**src/rtl/ram_arbiter.sv**
```systemverilog
// Two-master round-robin arbiter in front of a single fixed-latency RAM port.
// One transaction in flight: IDLE grants, ACCESS strobes the RAM, DONE pulses ready.
module ram_arbiter #(
   parameter int RD_LATENCY = 2,
   parameter int WR_CYCLES  = 1
) (
   input  logic        clk,
   input  logic        reset,
   input  logic [31:0] aRamAddress,
   input  logic [31:0] aRamWrite,
   input  logic        aReadReq,
   input  logic        aWriteReq,
   output logic [31:0] aRamRead,
   output logic        aRamReady,
   input  logic [31:0] bRamAddress,
   input  logic [31:0] bRamWrite,
   input  logic        bReadReq,
   input  logic        bWriteReq,
   output logic [31:0] bRamRead,
   output logic        bRamReady,
   input  logic [31:0] phRamRead,
   output logic [31:0] phRamAddress,
   output logic [31:0] phRamWrite,
   output logic        phReadReq,
   output logic        phWriteReq,
   output logic        grantB,
   output logic        busy
);

   typedef enum logic [1:0] {IDLE, ACCESS, DONE} state_t;

   state_t     state;
   state_t     state_nxt;
   logic [3:0] cnt;
   logic [3:0] cnt_nxt;
   logic       last_grant_b;
   logic       sel_b;
   logic       op_write;

   logic       a_pend;
   logic       b_pend;
   logic       pick_b;
   logic       pick_write;
   logic       last_cycle;

   logic       grant_now;
   logic       rd_nxt;
   logic       wr_nxt;
   logic       a_rdy_nxt;
   logic       b_rdy_nxt;
   logic       cap_a;
   logic       cap_b;
   logic       busy_nxt;

   assign a_pend = aReadReq | aWriteReq;
   assign b_pend = bReadReq | bWriteReq;

   // On a tie the port that did not win last time gets the grant.
   assign pick_b     = b_pend & (~a_pend | ~last_grant_b);
   assign pick_write = pick_b ? bWriteReq : aWriteReq;
   assign last_cycle = op_write ? (cnt == 4'(WR_CYCLES - 1))
                                : (cnt == 4'(RD_LATENCY - 1));

   always_ff @(posedge clk or negedge reset) begin
      if (!reset) begin
         state <= IDLE;
      end else begin
         state <= state_nxt;
      end
   end

   always_comb begin
      state_nxt = state;
      unique case (state)
         IDLE:    if (a_pend | b_pend) state_nxt = ACCESS;
         ACCESS:  if (last_cycle) state_nxt = DONE;
         DONE:    state_nxt = IDLE;
         default: state_nxt = IDLE;
      endcase
   end

   // Next values for every registered output; strobes are only ever high in ACCESS.
   always_comb begin
      grant_now = 1'b0;
      rd_nxt    = 1'b0;
      wr_nxt    = 1'b0;
      a_rdy_nxt = 1'b0;
      b_rdy_nxt = 1'b0;
      cap_a     = 1'b0;
      cap_b     = 1'b0;
      cnt_nxt   = cnt;
      unique case (state)
         IDLE: begin
            if (a_pend | b_pend) begin
               grant_now = 1'b1;
               wr_nxt    = pick_write;
               rd_nxt    = ~pick_write;
               cnt_nxt   = 4'd0;
            end
         end
         ACCESS: begin
            if (last_cycle) begin
               cnt_nxt   = 4'd0;
               a_rdy_nxt = ~sel_b;
               b_rdy_nxt = sel_b;
               cap_a     = ~op_write & ~sel_b;
               cap_b     = ~op_write & sel_b;
            end else begin
               cnt_nxt = cnt + 4'd1;
               rd_nxt  = ~op_write;
               wr_nxt  = op_write;
            end
         end
         default: begin
         end
      endcase
      busy_nxt = (state_nxt != IDLE);
   end

   // Latched transaction, read-data capture and all registered outputs.
   always_ff @(posedge clk or negedge reset) begin
      if (!reset) begin
         cnt          <= 4'd0;
         last_grant_b <= 1'b1;
         sel_b        <= 1'b0;
         op_write     <= 1'b0;
         grantB       <= 1'b0;
         phRamAddress <= 32'd0;
         phRamWrite   <= 32'd0;
         phReadReq    <= 1'b0;
         phWriteReq   <= 1'b0;
         aRamRead     <= 32'd0;
         bRamRead     <= 32'd0;
         aRamReady    <= 1'b0;
         bRamReady    <= 1'b0;
         busy         <= 1'b0;
      end else begin
         cnt        <= cnt_nxt;
         phReadReq  <= rd_nxt;
         phWriteReq <= wr_nxt;
         aRamReady  <= a_rdy_nxt;
         bRamReady  <= b_rdy_nxt;
         busy       <= busy_nxt;
         if (grant_now) begin
            sel_b        <= pick_b;
            last_grant_b <= pick_b;
            grantB       <= pick_b;
            op_write     <= pick_write;
            phRamAddress <= pick_b ? bRamAddress : aRamAddress;
            phRamWrite   <= pick_b ? bRamWrite : aRamWrite;
         end
         if (cap_a) aRamRead <= phRamRead;
         if (cap_b) bRamRead <= phRamRead;
      end
   end

   assert property (@(posedge clk) disable iff (!reset) !(phReadReq && phWriteReq));
   assert property (@(posedge clk) disable iff (!reset) !(aRamReady && bRamReady));

endmodule

```
**config.mk**
```make
export PLATFORM = sky130hd
export DESIGN_NAME = ram_arbiter
export DESIGN_NICKNAME = d
export VERILOG_FILES = /design/src/rtl/ram_arbiter.sv
export SDC_FILE = /design/constraint.sdc
export NUM_CORES = 1
export LEC_CHECK = 0
export ABC_AREA = 1
export BUFFER_PORTS_ARGS = -buffer_cell sky130_fd_sc_hd__buf_2
export CAP_MARGIN = 20
export CORE_ASPECT_RATIO = 1.4
export CORE_MARGIN = 1.5
export CORE_UTILIZATION = 40
export CTS_BUF_LIST = sky130_fd_sc_hd__clkbuf_4
export CTS_CLUSTER_SIZE = 25
export DETAILED_ROUTE_END_ITERATION = 6
export PLACE_DENSITY = 0.76
export SLEW_MARGIN = 20
export SYNTH_ARGS = -nofsm -noshare
export SYNTH_HDL_FRONTEND = slang
export SYNTH_SLANG_ARGS = --single-unit
export TNS_END_PERCENT = 1
```
**constraint.sdc**
```tcl
create_clock -name clk -period 3.4 [get_ports clk]
set_input_delay 0.68 -clock clk [delete_from_list [all_inputs] [get_ports clk]]
set_output_delay 0.68 -clock clk [all_outputs]
set_load 0.02 [all_outputs]
```
* Word level (Yosys, flattened, before mapping)
Index checks and enable logic that the tools add are counted.
Storage, ports and cells: flip-flop bits (word level) 142, bits of input ports 166, output and inout port bits 134, word-level logic and storage cells 61
Cells by class: $add $sub $neg 1, equality and inequality tests 3, muxes and demuxes 26, bitwise gates (word level) 12, reductions and logical operators 5
Operator list (number):
- 32-bit 2-to-1 mux | 2
- 1-bit 2-to-1 mux | 16
- 4-bit 2-to-1 mux | 2
- 4-bit case mux with 2 select lines | 1
- 1-bit NOT | 5
- 4-bit by 1-bit adder with 4-bit output (second input constant) | 1
- 4-bit by 1-bit equality test with 1-bit output (second input constant) | 1
- 4-bit zero test | 1
- 2-bit 2-to-1 mux | 2
- 1-bit OR | 4
- 1-bit case mux with 2 select lines | 2
- 2-bit case mux with 2 select lines | 1
- 2-bit nonzero test | 2
- 1-bit bitwise AND | 3
- 2-bit by 1-bit equality test with 1-bit output (second input constant) | 1
- 2-bit zero test | 1
- 2-bit inequality test (second input constant) | 1
- 2-bit AND reduction | 1

* Logic depth before layout (Yosys ltp)
depth after elaboration 8, gate-level depth with buffers 8, mapped depth without buffers 7

* Worst setup path before layout
OpenSTA, ideal clock, no wires.
kind input to register, from input port bReadReq, to register phRamAddress[0], library setup time 0.118 ns, arrival 1.435 ns, required time 3.282 ns, setup slack 1.847 ns, stages 8, path buffers 2, path through nor2_2 -> inv_2 -> nand2_1 -> buf_4 -> buf_2 -> nand2_1 -> nand3_1 -> nand2_1
On the way: word-level cells in the longest chain between the ends 4, elaborated cells on any way between the ends 6, those cells by class mux: 3; bitwise: 3
Ends and longest elaborated chain:
- start, declared | line 17 | input logic bReadReq,
- 1-bit OR * | line 56 | assign b_pend = bReadReq | bWriteReq;
- 1-bit OR | line 94 | if (a_pend | b_pend) begin
- 1-bit 2-to-1 mux | line 94
- 1-bit 2-to-1 mux | line 92 | unique case (state)
- end signal, assigned | line 149 | phRamAddress <= pick_b ? bRamAddress : aRamAddress;
- end, declared | line 22 | output logic [31:0] phRamAddress,
Every way passes the cells marked *; elsewhere a longest branch is shown, timed or not. A chain may end at the register's enable or synchronous reset.

==> run_results.csv <==
group,metric,value,unit
power_and_ir_drop,p_int,0.00417,W
yosys,postSynthAreaPerCell,7.93,µm²
placement,dpl.cell_count,1297,
placement,dp_slack,1.33,ns
global_routing,antenna_found_initial,2,
sta,max_freq,0.551,GHz
floorplan,ioPinCount,300,
sta,hold_viol_final,0,
critical_path,cp-startpoint,"sel_b",
drt,wl_per_cell,14.2,µm
clocking,htree_levels,4,
floorplan,rows,55,
power_and_ir_drop,peakVddDrop,0.862,mV
yosys,netlist_area,0.00664,mm²
layout,drive_gt1_frac,0.316,
drt,drtAntennaViolNets,0,
yosys,ys_seq_elements,142,
yosys,syn_inst,838,
floorplan,initial_core_util,0.409,
critical_path,cp.arrival,1.14,ns
drt,drc,17,
min_path,min_path_type,"input pin to asynchronous set/reset pin",
critical_path,worstSetupPathType,"register to output port",
power_and_ir_drop,p_leak,5.05,nW
floorplan,core-area,0.0162,mm²
layout,area_growth,28.5,%
power_and_ir_drop,clkPwrFrac,0.128,
critical_path,cp_num_cells,1,
clocking,cts_tree,"yes",
global_routing,grt_max_degree,92,
drt,routed_wl,18.9,mm
power_and_ir_drop,comb_power_share,0.504,
critical_path,path_cells,"buf_2",
sta,fin_crit,1.82,ns
run_status,status,"complete, but fails checks",
clocking,ctsLongestPathBuffers,2,
sta,maxSlewViolCount,0,
yosys,synth.net_count,1007,
sta,finalSetupViolCount,0,
clocking,clk_pin_slew,0.14,ns
sta,fin_skew,0.0292,ns
critical_path,start_kind,"register",
critical_path,cpPeakStageDelay,0.42,ns
drt,first_iter_violations,488,
sta,layout_setup_ws,1.58,ns
critical_path,slowest_stage,"dfrtp_1",
global_routing,grt_usage,0.217,
sta,fin_setup_tns,0,ns
critical_path,cp-endpoint,"grantB",
drt,first_pass_iters,7,
layout,final_cell_mix,"nand2_1 (411), buf_2 (298), dfrtp_1 (141)",
critical_path,r2r_start,"cnt[1]",
placement,dpl.hpwl,13.0,mm
power_and_ir_drop,finalPower,0.00815,W
sta,worst_slew_pin_slew,0.830,ns
critical_path,cp.required,2.72,ns
critical_path,cp_max_fo,4,
run_status,violations,"DRC",
layout,fin_nets,1286,
yosys,yosysWarnings,0,
clocking,cts_buffers,17,
floorplan,die_x,112,µm
clocking,postCtsResizedCells,0,
flow_run,drv_cap,0,
sta,period_share,0.534,
power_and_ir_drop,power_density,954,mW/mm²
critical_path,r2r_cells,7,
power_and_ir_drop,switching_share,0.489,
sta,relSlewSlack,0.446,
critical_path,end_kind,"output port",
clocking,postCtsSetupBuffers,0,
critical_path,crit_buf_inv,1,
critical_path,r2r_end,"bRamRead[10]",
placement,portBuffers,299,
floorplan,die_h,155,µm
power_and_ir_drop,seq_power_share,0.368,
floorplan,dieArea,0.0174,mm²
layout,final_util,0.526,
power_and_ir_drop,p_sw,0.00398,W
global_routing,first_global_vias,6121,
clocking,root_buffer,"clkbuf_4",
clocking,holdBufCountCts,0,
layout,final_common_cell,"nand2_1",
clocking,cts_sinks,142,
critical_path,critPathTopFamily,"flip-flops",
drt,routed_via_density,4.84,
layout,stdcell_count,1331,
sta,rsz0062_at_grt,"false",
drt,vias,6442,
global_routing,grt_overflow,0,
global_routing,grt_pass1_wl,30.0,mm
yosys,ys_seq_area_frac,0.535,
clocking,clk-insertion-delay-late,0.53,ns
yosys,ys_types,20,
placement,place_congestion,0.917,
critical_path,rrSetupSlack,1.64,ns
==> through the flow <==
| stage | area [µm²] | hold slack [ns] |
|---|---|---|
| 2_1_floorplan | 6640 | 0.384 |
| 3_3_place_gp | 8260 | 0.449 |
| 3_5_place_dp | 8260 | 0.453 |
| 4_1_cts | 8530 | 0.202 |
| 5_1_grt | 8540 | 0.232 |
| 6_report | 8540 | 0.216 |
==> worst min path at each step <==
stage	to	slack (ns)	depth (start not counted)
after global placement	aRamRead[30]	0.45	2
after floorplan	aRamRead[0]	0.38	0
after detailed placement	bRamRead[9]	0.45	2
final	phRamWrite[28]	0.22	1
after CTS	phRamWrite[28]	0.20	1
after global routing	phRamWrite[28]	0.23	1
==> Yosys cell counts <==
master | instances | share of area
nand2_1 | 414 | 0.23
dfrtp_1 | 141 | 0.53
inv_1 | 72 | 0.041
nand3_1 | 72 | 0.054
nand3b_1 | 64 | 0.072
buf_2 | 26 | 0.020
clkbuf_1 | 11 | 0.0062
buf_4 | 10 | 0.011
inv_2 | 6 | 0.0034
nor2_1 | 5 | 0.0028
nor2_2 | 4 | 0.0038
ha_1 | 3 | 0.0057
nand4_1 | 2 | 0.0019
o21ai_1 | 2 | 0.0015
a21oi_4 | 1 | 0.0024
dfstp_2 | 1 | 0.0040
nor2_4 | 1 | 0.0017
o21ai_2 | 1 | 0.0013
or2_2 | 1 | 0.00094
xor2_1 | 1 | 0.0013
==> power groups by stage <==
stage | clock, W | combinational [W] | sequential (W)
after floorplan | 0 | 0.00167 | 0.00401
after global placement | 0 | 0.00405 | 0.00301
after detailed placement | 0 | 0.00415 | 0.00302
after CTS | 0.00108 | 0.00415 | 0.00299
after global routing | 0.00114 | 0.00451 | 0.00309
final | 0.00105 | 0.00411 | 0.00300
==> worst register-to-register path, cell delays in order (launching register included) <==
cell and delay, ns:
dfrtp_1 0.43, inv_1 0.09, ha_1 0.21, nand4_1 0.17
inv_2 0.08, nand2_2 0.39, nand2_1 0.20, nand2_1 0.08
==> cell type report <==
type / instances / area [µm²]
fillers: 1537 / 7700
flip-flops and latches: 142 / 3550
multi-input cells: 571 / 2560
repair buffers: 307 / 1600
inverters: 78 / 293
well taps: 199 / 249
clock inverters: 15 / 144
clock buffers: 17 / 128
diodes: 2 / 5.00
==> routing by layer <==
layer / share of wire / vias to the layer above / track usage
li1: - / 3130 / -
met3: 0.053 / 58 / 0.0386
met2: 0.50 / 271 / 0.366
met4: 0.047 / 0 / 0.123
met5: 0 / - / 0
met1: 0.40 / 2983 / 0.261
==> flip-flops by register name (all words and copies together) (netlist names) <==
register      cells
aRamRead         32
bRamRead         32
phRamAddress     32
phRamWrite       32
cnt               4
state             2
aRamReady         1
bRamReady         1
busy              1
last_grant_b      1
op_write          1
phReadReq         1
phWriteReq        1
sel_b             1
==> cells by family (layout without fill, tap and decap cells) <==
kind of cell | after synthesis | count (layout) | synth area share
buffers and inverters | 125 | 417 | 0.0812
XOR/XNOR | 1 | 1 | 0.00132
AND/OR/NAND/NOR | 563 | 563 | 0.372
other | 0 | 2 | 0
adder cells (fa/ha/maj) | 3 | 3 | 0.00565
AO/OA/AOI/OAI | 4 | 4 | 0.00527
flip-flops | 142 | 142 | 0.535
(Power assumes the default switching activity.)
